[src/rtl/rr_encoder4x2_if.sv]
// Request/result bundle for the 4-to-2 event encoder.
// The master drives request lines and out_ready; the slave (encoder) drives the index.
interface rr_encoder4x2_if;
    logic i0;
    logic i1;
    logic i2;
    logic i3;
    logic out_ready;
    logic s1;
    logic s0;
    logic out_valid;
    logic ovf;

    modport master (
        output i0, i1, i2, i3, out_ready,
        input  s1, s0, out_valid, ovf
    );

    modport slave (
        input  i0, i1, i2, i3, out_ready,
        output s1, s0, out_valid, ovf
    );
endinterface

[src/rtl/rr_encoder4x2.sv]
// Edge-triggered 4-to-2 event encoder: captures rising edges as pending events and
// issues one binary index per valid/ready transfer, round-robin or fixed priority.
module rr_encoder4x2 #(
    parameter bit RR_EN = 1'b1
) (
    input logic          clk,
    input logic          rst,
    rr_encoder4x2_if.slave bus
);

    logic [3:0] in_vec;
    logic [3:0] rise;
    logic [3:0] cand;
    logic [3:0] sel_mask;
    logic [1:0] sel_idx;
    logic [1:0] probe;
    logic       found;
    logic       load;

    logic [3:0] prev_q, prev_d;
    logic [3:0] pend_q, pend_d;
    logic [1:0] ptr_q, ptr_d;
    logic [1:0] idx_q, idx_d;
    logic       valid_q, valid_d;
    logic       ovf_q, ovf_d;

    assign in_vec = {bus.i3, bus.i2, bus.i1, bus.i0};
    assign rise   = in_vec & ~prev_q;
    assign cand   = pend_q | rise;

    // Round-robin probes ptr+1..ptr+4 (wrapping back to ptr); fixed priority probes 0..3.
    always_comb begin
        sel_idx = 2'd0;
        found   = 1'b0;
        probe   = 2'd0;
        for (int j = 1; j <= 4; j++) begin
            probe = RR_EN ? (ptr_q + 2'(j)) : 2'(j - 1);
            if (!found && cand[probe]) begin
                sel_idx = probe;
                found   = 1'b1;
            end
        end
    end

    assign load     = (~valid_q | bus.out_ready) & (|cand);
    assign sel_mask = load ? (4'b0001 << sel_idx) : 4'b0000;

    always_comb begin
        prev_d  = in_vec;
        pend_d  = cand & ~sel_mask;
        ovf_d   = ovf_q | (|(rise & pend_q & ~sel_mask));
        idx_d   = idx_q;
        ptr_d   = ptr_q;
        valid_d = valid_q;
        if (load) begin
            idx_d   = sel_idx;
            valid_d = 1'b1;
            if (RR_EN) begin
                ptr_d = sel_idx;
            end
        end else if (valid_q && bus.out_ready) begin
            valid_d = 1'b0;
        end
    end

    // Pointer resets to 3 so the first round-robin search begins at index 0.
    always_ff @(posedge clk or posedge rst) begin
        if (rst) begin
            prev_q  <= 4'b0000;
            pend_q  <= 4'b0000;
            ptr_q   <= 2'd3;
            idx_q   <= 2'd0;
            valid_q <= 1'b0;
            ovf_q   <= 1'b0;
        end else begin
            prev_q  <= prev_d;
            pend_q  <= pend_d;
            ptr_q   <= ptr_d;
            idx_q   <= idx_d;
            valid_q <= valid_d;
            ovf_q   <= ovf_d;
        end
    end

    assign bus.s1        = idx_q[1];
    assign bus.s0        = idx_q[0];
    assign bus.out_valid = valid_q;
    assign bus.ovf       = ovf_q;

endmodule
[src/flat_wrapper.sv]
// flat-port wrapper written by rule: the top's interface ports become plain ports
module rr_encoder4x2_flat 
#(
    parameter bit RR_EN = 1'b1
)
  (clk, rst, bus_i0, bus_i1, bus_i2, bus_i3, bus_out_ready, bus_s1, bus_s0, bus_out_valid, bus_ovf);
  rr_encoder4x2_if bus_i ();
  input logic clk;
  input logic rst;
  input wire logic [$bits(bus_i.i0)-1:0] bus_i0;
  input wire logic [$bits(bus_i.i1)-1:0] bus_i1;
  input wire logic [$bits(bus_i.i2)-1:0] bus_i2;
  input wire logic [$bits(bus_i.i3)-1:0] bus_i3;
  input wire logic [$bits(bus_i.out_ready)-1:0] bus_out_ready;
  output wire logic [$bits(bus_i.s1)-1:0] bus_s1;
  output wire logic [$bits(bus_i.s0)-1:0] bus_s0;
  output wire logic [$bits(bus_i.out_valid)-1:0] bus_out_valid;
  output wire logic [$bits(bus_i.ovf)-1:0] bus_ovf;
  assign bus_i.i0 = bus_i0;
  assign bus_i.i1 = bus_i1;
  assign bus_i.i2 = bus_i2;
  assign bus_i.i3 = bus_i3;
  assign bus_i.out_ready = bus_out_ready;
  assign bus_s1 = bus_i.s1;
  assign bus_s0 = bus_i.s0;
  assign bus_out_valid = bus_i.out_valid;
  assign bus_ovf = bus_i.ovf;
  rr_encoder4x2 #(.RR_EN(RR_EN)) u_core (.clk(clk), .rst(rst), .bus(bus_i));
endmodule
[config.mk]
export PLATFORM = sky130hd
export DESIGN_NAME = rr_encoder4x2_flat
export DESIGN_NICKNAME = d
export VERILOG_FILES = /design/src/rtl/rr_encoder4x2_if.sv /design/src/rtl/rr_encoder4x2.sv /design/src/flat_wrapper.sv
export SDC_FILE = /design/constraint.sdc
export NUM_CORES = 1
export LEC_CHECK = 0
export CAP_MARGIN = 20
export CORE_MARGIN = 8
export CORE_UTILIZATION = 35
export CTS_CLUSTER_DIAMETER = 200
export DETAILED_ROUTE_END_ITERATION = 10
export DONT_BUFFER_PORTS = 1
export GPL_ROUTABILITY_DRIVEN = 0
export GPL_TIMING_DRIVEN = 0
export SYNTH_ARGS = -nofsm -noshare
export SYNTH_HDL_FRONTEND = slang
export SYNTH_SLANG_ARGS = --single-unit
[constraint.sdc]
create_clock -name clk -period 2.89 [get_ports clk]
set_clock_uncertainty 0.05 [all_clocks]
set_input_delay 0.289 -clock clk [delete_from_list [all_inputs] [get_ports clk]]
set_output_delay 0.289 -clock clk [all_outputs]
set_load 0.01 [all_outputs]
# Word-level counts from Yosys, hierarchy flattened
# Index checks and enable logic that the tools add are counted.
# Widths: inputs -> output; s select.
[word_totals]
register_bits = 14
input_bits = 7
[op_classes]
n_addsub = 3
magnitude_cmp = 4
n_shift = 1
n_mux = 18
bitwise = 11
n_reduce_logical = 10
[op_table]
columns = ["cell", "count"]
rows = [
  ["$and 4x4->4", 4],
  ["$lt 2x3->1 const B", 4],
  ["$mux 1", 9],
  ["$bmux 1 s2", 4],
  ["$mux 2", 4],
  ["$not 4->4", 2],
  ["$reduce_or 4->1", 2],
  ["$add 2x2->2 const B", 2],
  ["$logic_and 1x1->1", 4],
  ["$mux 4", 1],
  ["$or 4x4->4", 1],
  ["$shl 1x2->4 const A", 1],
  ["$logic_not 1->1", 3],
  ["$add 2x1->2 const B", 1],
  ["$or 1x1->1", 2],
  ["$reduce_bool 2->1", 1],
  ["$and 1x1->1", 1],
  ["$not 1->1", 1],
]

# Logic depth before layout (Yosys ltp)
# Gate-level depths: netlist (run 1).
[depth]
ltp_word = 21
ltp_mapped = 7

# Worst setup path before layout (run 1)
# Ideal clock, no wire load.
[synth_timing]
kind = "register to register"
start = "register u_core.ptr_q[0]"
end = "register u_core.ovf_q, in the netlist u_core.bus.ovf"
t_arrival_ps = 1715
t_required_ps = 2706
setup_slack_ps = 991
stages_incl_launch_ff = 7
cell_sequence = "dfstp_2 o21bai_4 o21ai_1 a2111o_1 nand2b_1 a311oi_2 o41ai_2"
[synth_via]
elab_chain_cells = 19
elab_cells_between_ends = 30
cone_classes = "3 x add/sub; 1 x shift; 16 x mux; 3 x bitwise; 7 x reduce/logical"
[synth_rtl]
columns = ["element", "line", "rtl"]
rows = [
  ["start: declaration", "rr_encoder4x2.sv:22", "logic [1:0] ptr_q, ptr_d;"],
  ["start signal: assignment", "rr_encoder4x2.sv:78", "ptr_q <= ptr_d;"],
  ["$add 2x1->2", "rr_encoder4x2.sv:37", "probe = RR_EN ? (ptr_q + 2'(j)) : 2'(j - 1);"],
  ["$bmux 1 s2", "rr_encoder4x2.sv:38", "if (!found && cand[probe]) begin"],
  ["$mux 1 (implied by the code)", "rr_encoder4x2.sv:38", ""],
  ["$mux 1", "rr_encoder4x2.sv:38", ""],
  ["$logic_not 1->1", "rr_encoder4x2.sv:38", ""],
  ["$logic_and 1x1->1", "rr_encoder4x2.sv:38", ""],
  ["$mux 1", "rr_encoder4x2.sv:38", ""],
  ["$logic_not 1->1", "rr_encoder4x2.sv:38", ""],
  ["[... 4 more ...]", "-", ""],
  ["$mux 2 *", "rr_encoder4x2.sv:38", ""],
  ["$shl 1x2->4 *", "rr_encoder4x2.sv:46", "assign sel_mask = load ? (4'b0001 << sel_idx) : 4'b0000;"],
  ["$mux 4 *", "rr_encoder4x2.sv:46", ""],
  ["$not 4->4 *", "rr_encoder4x2.sv:51", "ovf_d = ovf_q | (|(rise & pend_q & ~sel_mask));"],
  ["$and 4x4->4 *", "rr_encoder4x2.sv:51", ""],
  ["$reduce_or 4->1 *", "rr_encoder4x2.sv:51", ""],
  ["$or 1x1->1 *", "rr_encoder4x2.sv:51", ""],
  ["net u_core.ovf_d", "rr_encoder4x2.sv:25", "logic ovf_q, ovf_d;"],
  ["end signal: assignment", "rr_encoder4x2.sv:81", "ovf_q <= ovf_d;"],
  ["end: declaration", "rr_encoder4x2.sv:25", ""],
]
# The timed path passes the listed nets; every way through them passes the cells marked *. The select of a mux whose other input is x is not followed.
# A chain may end at the register's enable or synchronous reset.

# Worst setup path after layout (run 1)
[layout_timing]
start = "register u_core.prev_q[2]"
end = "register u_core.ovf_q, in the netlist u_core.bus.ovf"
[layout_via]
elab_chain_cells = 21
elab_cells_between_ends = 33
cone_classes = "1 x shift; 16 x mux; 8 x bitwise; 8 x reduce/logical"
[layout_rtl]
columns = ["element", "line", "rtl"]
rows = [
  ["start: declaration", "rr_encoder4x2.sv:20", "logic [3:0] prev_q, prev_d;"],
  ["start signal: assignment", "rr_encoder4x2.sv:76", "prev_q <= prev_d;"],
  ["$not 4->4 *", "rr_encoder4x2.sv:28", "assign rise = in_vec & ~prev_q;"],
  ["$and 4x4->4 *", "rr_encoder4x2.sv:28", ""],
  ["$or 4x4->4", "rr_encoder4x2.sv:29", "assign cand = pend_q | rise;"],
  ["$bmux 1 s2", "rr_encoder4x2.sv:38", ""],
  ["$mux 1 (implied by the code)", "rr_encoder4x2.sv:38", ""],
  ["$mux 1", "rr_encoder4x2.sv:38", ""],
  ["$logic_not 1->1", "rr_encoder4x2.sv:38", ""],
  ["$logic_and 1x1->1", "rr_encoder4x2.sv:38", ""],
  ["[... 6 more ...]", "-", ""],
  ["$mux 2", "rr_encoder4x2.sv:38", ""],
  ["$shl 1x2->4", "rr_encoder4x2.sv:46", ""],
  ["$mux 4", "rr_encoder4x2.sv:46", ""],
  ["$not 4->4", "rr_encoder4x2.sv:51", ""],
  ["$and 4x4->4 *", "rr_encoder4x2.sv:51", ""],
  ["$reduce_or 4->1 *", "rr_encoder4x2.sv:51", ""],
  ["$or 1x1->1 *", "rr_encoder4x2.sv:51", ""],
  ["net u_core.ovf_d", "rr_encoder4x2.sv:25", ""],
]
# Marks and branches as above.

==> results.toml, run 1 <==
[status]
outcome = "finished, final reports clean"

[clock_network]
cts.clk_slew.worst_paths_ns = 0.08
clock_latency_ns = 0.28
cts_made_buffers = 3
cts.sinks = 14
clockBufferDepth = 2
cts_tree = "done"
cts-root-buf = "clkbuf_4"
htree_levels = 1
postCtsSetupRepairBufs = 0

[sta]
tightest_slew_ns = 0.5094
finalCritPeriodShare = 0.7118
drv_slew = 0
hold_viol_final = 0
setup_slack_ns = 0.8329
max_freq_ghz = 0.4861
max_slew_margin = 0.6600
min_period_ns = 2.057
grt_setup_unrepaired = "false"
setup_violations = 0
fin_setup_tns_ns = 0

[detailed_routing]
dr_wl_met2_um = 683
routed.top_layer = "met4"
via_count = 527
via_per_inst = 5.270
ant_nets = 0
dr.pass1.iters = 4
drc = 0
wirelength_mm = 1.412
wl_met1_um = 608
dr_wl_met3_um = 62
initialDrtViolationCount = 4
wl_per_cell_um = 14.12

[placement]
place_area_um2 = 755.7
portBuffers = 0
dp_hpwl_mm = 1.102
place_inst = 91
post-place-ws_ns = 0.8087

[global_routing]
grt_pass1_vias = 553
grtUsageTotal = 0.09106
antenna_found_initial = 0
grt_max_degree = 15
overflow = 0
grt_pass1_wl_mm = 2.442

[setup_path]
crit_required_ns = 3.00
critPathMaxFanout = 10
cp-end-kind = "flop"
cp_num_buf_inv = 0
arrival_ns = 2.17
critical_path.slowest_cell = "dfrtp_1"
cpLargestDelayFamily = "compound AO/OA/AOI/OAI gates"
start_kind = "flop"
slowest_delay_ns = 0.39
path_cells = "nor2b_2, nor4_2, a31oi_2, and2_1, nand2b_1, a311oi_2, o41ai_2"
crit_type = "reg -> reg"

[yosys]
yosysSeqAreaShare = 0.4887
synth_area_um2 = 721.9
yosys_warnings = 0
synth_cells = 64
synth_nets = 71
yosys_register_bits = 14
avgSynthCellArea_um2 = 11.28
ys_types = 34

[pwr]
comb_power_share = 0.419
intPower_mw = 0.4885
switching_share = 0.3986
p_sw_mw = 0.3238
peakVddDrop_mv = 0.3451
seq_power_share = 0.414
p_per_area_nw_per_um2 = 964.7
leakagePower_nw = 0.3268
p_clk_frac = 0.167

[cells_and_area]
final_cell_area_um2 = 842.1
antenna_cells = 0
stdcell_count = 100
drive_above_1_share = 0.2740
postLayoutCoreUtil = 0.4292
syn2layout_area_growth_pct = 16.64
layout.nets = 81
fillCellCount = 202

[floorplanning]
fp.dieH_um = 61.42
pin_count = 11
start_util = 0.3680
num_rows = 16
die_w_um = 61.42
die-area_um2 = 3772
core_um2 = 1962

[flow_run]
maxCapViolations = 0

[min_path]
worstHoldPathType = "in -> reg"
-- routing by layer --
layer	global-route usage	vias up
li1	-	258
met3	0.01461	5
met2	0.1612	10
met5	0	-
met4	0.08766	0
met1	0.08685	254
-- final cells by class --
class	instances	area, µm²	area share
flip-flops and latches	14	352.8	0.4190
multi-input cells	44	346.6	0.4116
repair buffers	5	50.05	0.05944
clock buffers	4	36.28	0.04309
well taps	27	33.78	0.04012
inverters	6	22.52	0.02675
-- metrics by stage --
step	total power, mW	hold slack (ns)
2_1_floorplan	0.6027	0.1268
3_3_place_gp	0.6685	0.1964
3_5_place_dp	0.6772	0.1889
4_1_cts	0.8246	0.2518
5_1_grt	0.8731	0.2615
6_report	0.8123	0.2649
-- repair_timing --
action,CTS,global route
gates resized for setup,0,0
hold buffers,5,0
endpoints found under the hold margin,16,0
-- worst min-delay path, cell delays in order --
cell      delay [ns]
and2b_2         0.14
a311oi_2        0.09
o41ai_2         0.04
-- state kept, by name (all words and copies together), names as in the netlist --
register	count
u_core.bus.ovf	1
u_core.prev_q	4
u_core.ptr_q	2
u_core.bus.out_valid	1
u_core.pend_q	4
u_core.idx_q	2
-- logic make-up after synthesis --
logic type | count (synthesis) | share of synthesized area
flops | 14 | 0.4887
compound gates | 21 | 0.2704
buf+inv | 6 | 0.03119
simple gates | 23 | 0.2097
-- synthesized netlist by cell type (all sizes together) --
library cell	instances	area [µm²]
dfrtp	12	300.3
nor2	7	26.28
inv	6	22.52
a21oi	4	20.02
a2111oi	3	35.03
nand2b	3	26.27
nor2b	3	28.78
o21ai	3	15.01
a311oi	2	23.77
a31oi	2	18.77
and2	2	15.02
dfstp	2	52.55
nand2	2	7.510
nor4	2	18.77
a2111o	1	11.26
a211oi	1	7.510
a22o	1	10.01
a311o	1	10.01
and2b	1	8.760
nand4	1	6.260
nor3	1	5.000
o21bai	1	18.77
o22a	1	8.760
o41ai	1	16.27
or3b	1	8.760
-- cell usage in the layout, fill, tap and decap left out, drive strengths merged --
master and n:
a2111o 1, a2111oi 3, a211oi 1, a21oi 4, a22o 1, a311o 1, a311oi 2, a31oi 2
and2 2, and2b 1, clkbuf 4, dfrtp 12, dfstp 2, dlygate4sd3 5, inv 6, nand2 2
nand2b 3, nand4 1, nor2 7, nor2b 3, nor3 1, nor4 2, o21ai 3, o21bai 1
o22a 1, o41ai 1, or3b 1
-- power groups by stage --
stage | registers [mW] | logic, mW | clock network, mW
floorplan | 0.326 | 0.277 | 0
global placement | 0.341 | 0.327 | 0
detailed placement | 0.342 | 0.335 | 0
CTS | 0.338 | 0.343 | 0.143
global route | 0.349 | 0.374 | 0.150
finish | 0.336 | 0.340 | 0.136
-- path summary, 6_finish.rpt --
path | from | to | slack [ns] | cells after the start
worst max-delay path | u_core.prev_q[2]$_DFF_PP0_ | u_core.bus.ovf$_DFF_PP0_ | 0.83 | 7
worst min-delay path | bus_i0 | u_core.bus.ovf$_DFF_PP0_ | 0.26 | 3
worst max register to register | u_core.prev_q[2]$_DFF_PP0_ | u_core.bus.ovf$_DFF_PP0_ | 0.83 | 7
worst min register to register | u_core.ptr_q[1]$_DFFE_PP1P_ | u_core.ptr_q[1]$_DFFE_PP1P_ | 0.46 | 2
max in group asynchronous | rst | u_core.ptr_q[1]$_DFFE_PP1P_ | 2.00 | 2
min in group asynchronous | rst | u_core.prev_q[2]$_DFF_PP0_ | 0.43 | 2
(Power assumes the default switching activity.)
==> inputs of run 2 (changes only) <==
==> constraint.sdc (replaced) <==
create_clock -name clk -period 2.05 [get_ports clk]
set_clock_uncertainty 0.05 [all_clocks]
set_input_delay 0.205 -clock clk [delete_from_list [all_inputs] [get_ports clk]]
set_output_delay 0.205 -clock clk [all_outputs]
set_load 0.01 [all_outputs]
==> results.toml, run 2 (same netlist as run 1, synthesis figures left out) <==
[status]
outcome = "finished, final reports clean"

[sta]
setup_violations = 0
finalCritPeriodShare = 0.9680
max_slew_margin = 0.6566
min_period_ns = 1.984
hold_viol_final = 0
max_freq_ghz = 0.5039
setup_slack_ns = 0.06558
tightest_slew_ns = 0.5145
drv_slew = 0

[floorplanning]
start_util = 0.3680
num_rows = 16
pin_count = 11
fp.dieH_um = 61.42
die-area_um2 = 3772
core_um2 = 1962
die_w_um = 61.42

[global_routing]
overflow = 0
antenna_found_initial = 0
grt_pass1_vias = 565
busiest_layer = "met2"
grt_max_degree = 15
grtUsageTotal = 0.09191
grtUsageMet2 = 0.1642
gr-usage-met1 = 0.08685
grtUsageMet3 = 0.01461
grt_pass1_wl_mm = 2.470

[clock_network]
clock_latency_ns = 0.28
htree_levels = 1
cts-root-buf = "clkbuf_4"
clockBufferDepth = 2
cts.sinks = 14
cts_tree = "done"
cts.clk_slew.worst_paths_ns = 0.08
cts_made_buffers = 3

[detailed_routing]
wl_per_cell_um = 14.92
dr.pass1.iters = 4
initialDrtViolationCount = 10
ant_nets = 0
wirelength_mm = 1.552
via_per_inst = 5.327
via_count = 554
drc = 0

[flow_run]
maxCapViolations = 0

[min_path]
worstHoldPathType = "in -> reg"

[cells_and_area]
drive_above_1_share = 0.4026
syn2layout_area_growth_pct = 31.37
reg_top3 = "u_core.pend_q: 4 flops, u_core.prev_q: 4 flops"
layout.nets = 85
layout_commonest_cell = "dfrtp_1"
mostFrequentLayoutCells = "dfrtp_1 (11), nor2_1 (6), dlygate4sd3_1 (5)"
antenna_cells = 0

[setup_path]
critPathMaxFanout = 6
start_kind = "flop"
crit_required_ns = 2.17
arrival_ns = 2.10
cp-end-kind = "flop"
crit_type = "reg -> reg"

[placement]
portBuffers = 0
dp_hpwl_mm = 1.102
post-place-ws_ns = -0.03125

[pwr]
leakagePower_nw = 0.3612
p_per_area_nw_per_um2 = 1463
power_mw = 1.387
peakVddDrop_mv = 0.6164
==> run 2: what timing repair did <==
item                                    CTS  global route
buffers inserted                          1             3
pin swaps                                 1             4
endpoints found under the hold margin    16             0
gates resized for setup                   1            11
endpoints found under the setup margin    1             1
hold buffers                              5             0
==> run 2: worst paths after layout <==
kind | from | endpoint | slack [ns] | depth (start not counted)
setup / recovery | u_core.prev_q[2]$_DFF_PP0_ | u_core.bus.ovf$_DFF_PP0_ | 0.07 | 6
min in group asynchronous | rst | u_core.prev_q[2]$_DFF_PP0_ | 0.35 | 2
setup reg to reg | u_core.prev_q[2]$_DFF_PP0_ | u_core.bus.ovf$_DFF_PP0_ | 0.07 | 6
hold reg to reg | u_core.ptr_q[1]$_DFFE_PP1P_ | u_core.ptr_q[1]$_DFFE_PP1P_ | 0.48 | 2
max in group asynchronous | rst | u_core.pend_q[3]$_DFF_PP0_ | 1.23 | 2
hold / removal | bus_i0 | u_core.bus.ovf$_DFF_PP0_ | 0.18 | 3
==> run 2: cell type report <==
cell class,instances,area (µm²)
fillers,189,1013
multi-input cells,44,421.7
flip-flops and latches,14,354.1
repair buffers,9,80.08
clock buffers,4,36.28
well taps,27,33.78
inverters,6,22.52
==> run 2: stage by stage <==
stage	hold WS, ns	cell area, µm²	cells	setup TNS [ns]	util
global route	0.1822	948.4	104	-0.01606	0.4834
CTS	0.1685	858.3	101	0	0.4375
floorplan	0.04279	721.9	64	0	-
global placement	0.1124	755.7	91	-0.01342	0.3852
detailed placement	0.1049	755.7	91	-0.03125	0.3852
finish	0.1834	948.4	104	0	0.4834
==> run 2: worst max-delay path, cell delays in order, from the launching register on <==
cell,delay (ns)
dfrtp_1,0.41
nor2b_4,0.28
nor4_1,0.09
a2111o_1,0.50
nand2b_4,0.18
a311oi_2,0.25
o41ai_2,0.11
==> run 2: routing by layer <==
layer  part of all wire  vias to the layer above
met5                  0                        -
met4              0.037                        0
met3              0.042                        5
met2               0.50                       10
met1               0.42                      275
li1                   -                      264
==> run 2: power by group <==
group / internal, mW / switching [mW] / total (mW)
sequential: 0.377 / 0.123 / 0.501
combinational: 0.339 / 0.352 / 0.691
clock: 0.108 / 0.0877 / 0.196
total: 0.824 / 0.564 / 1.39
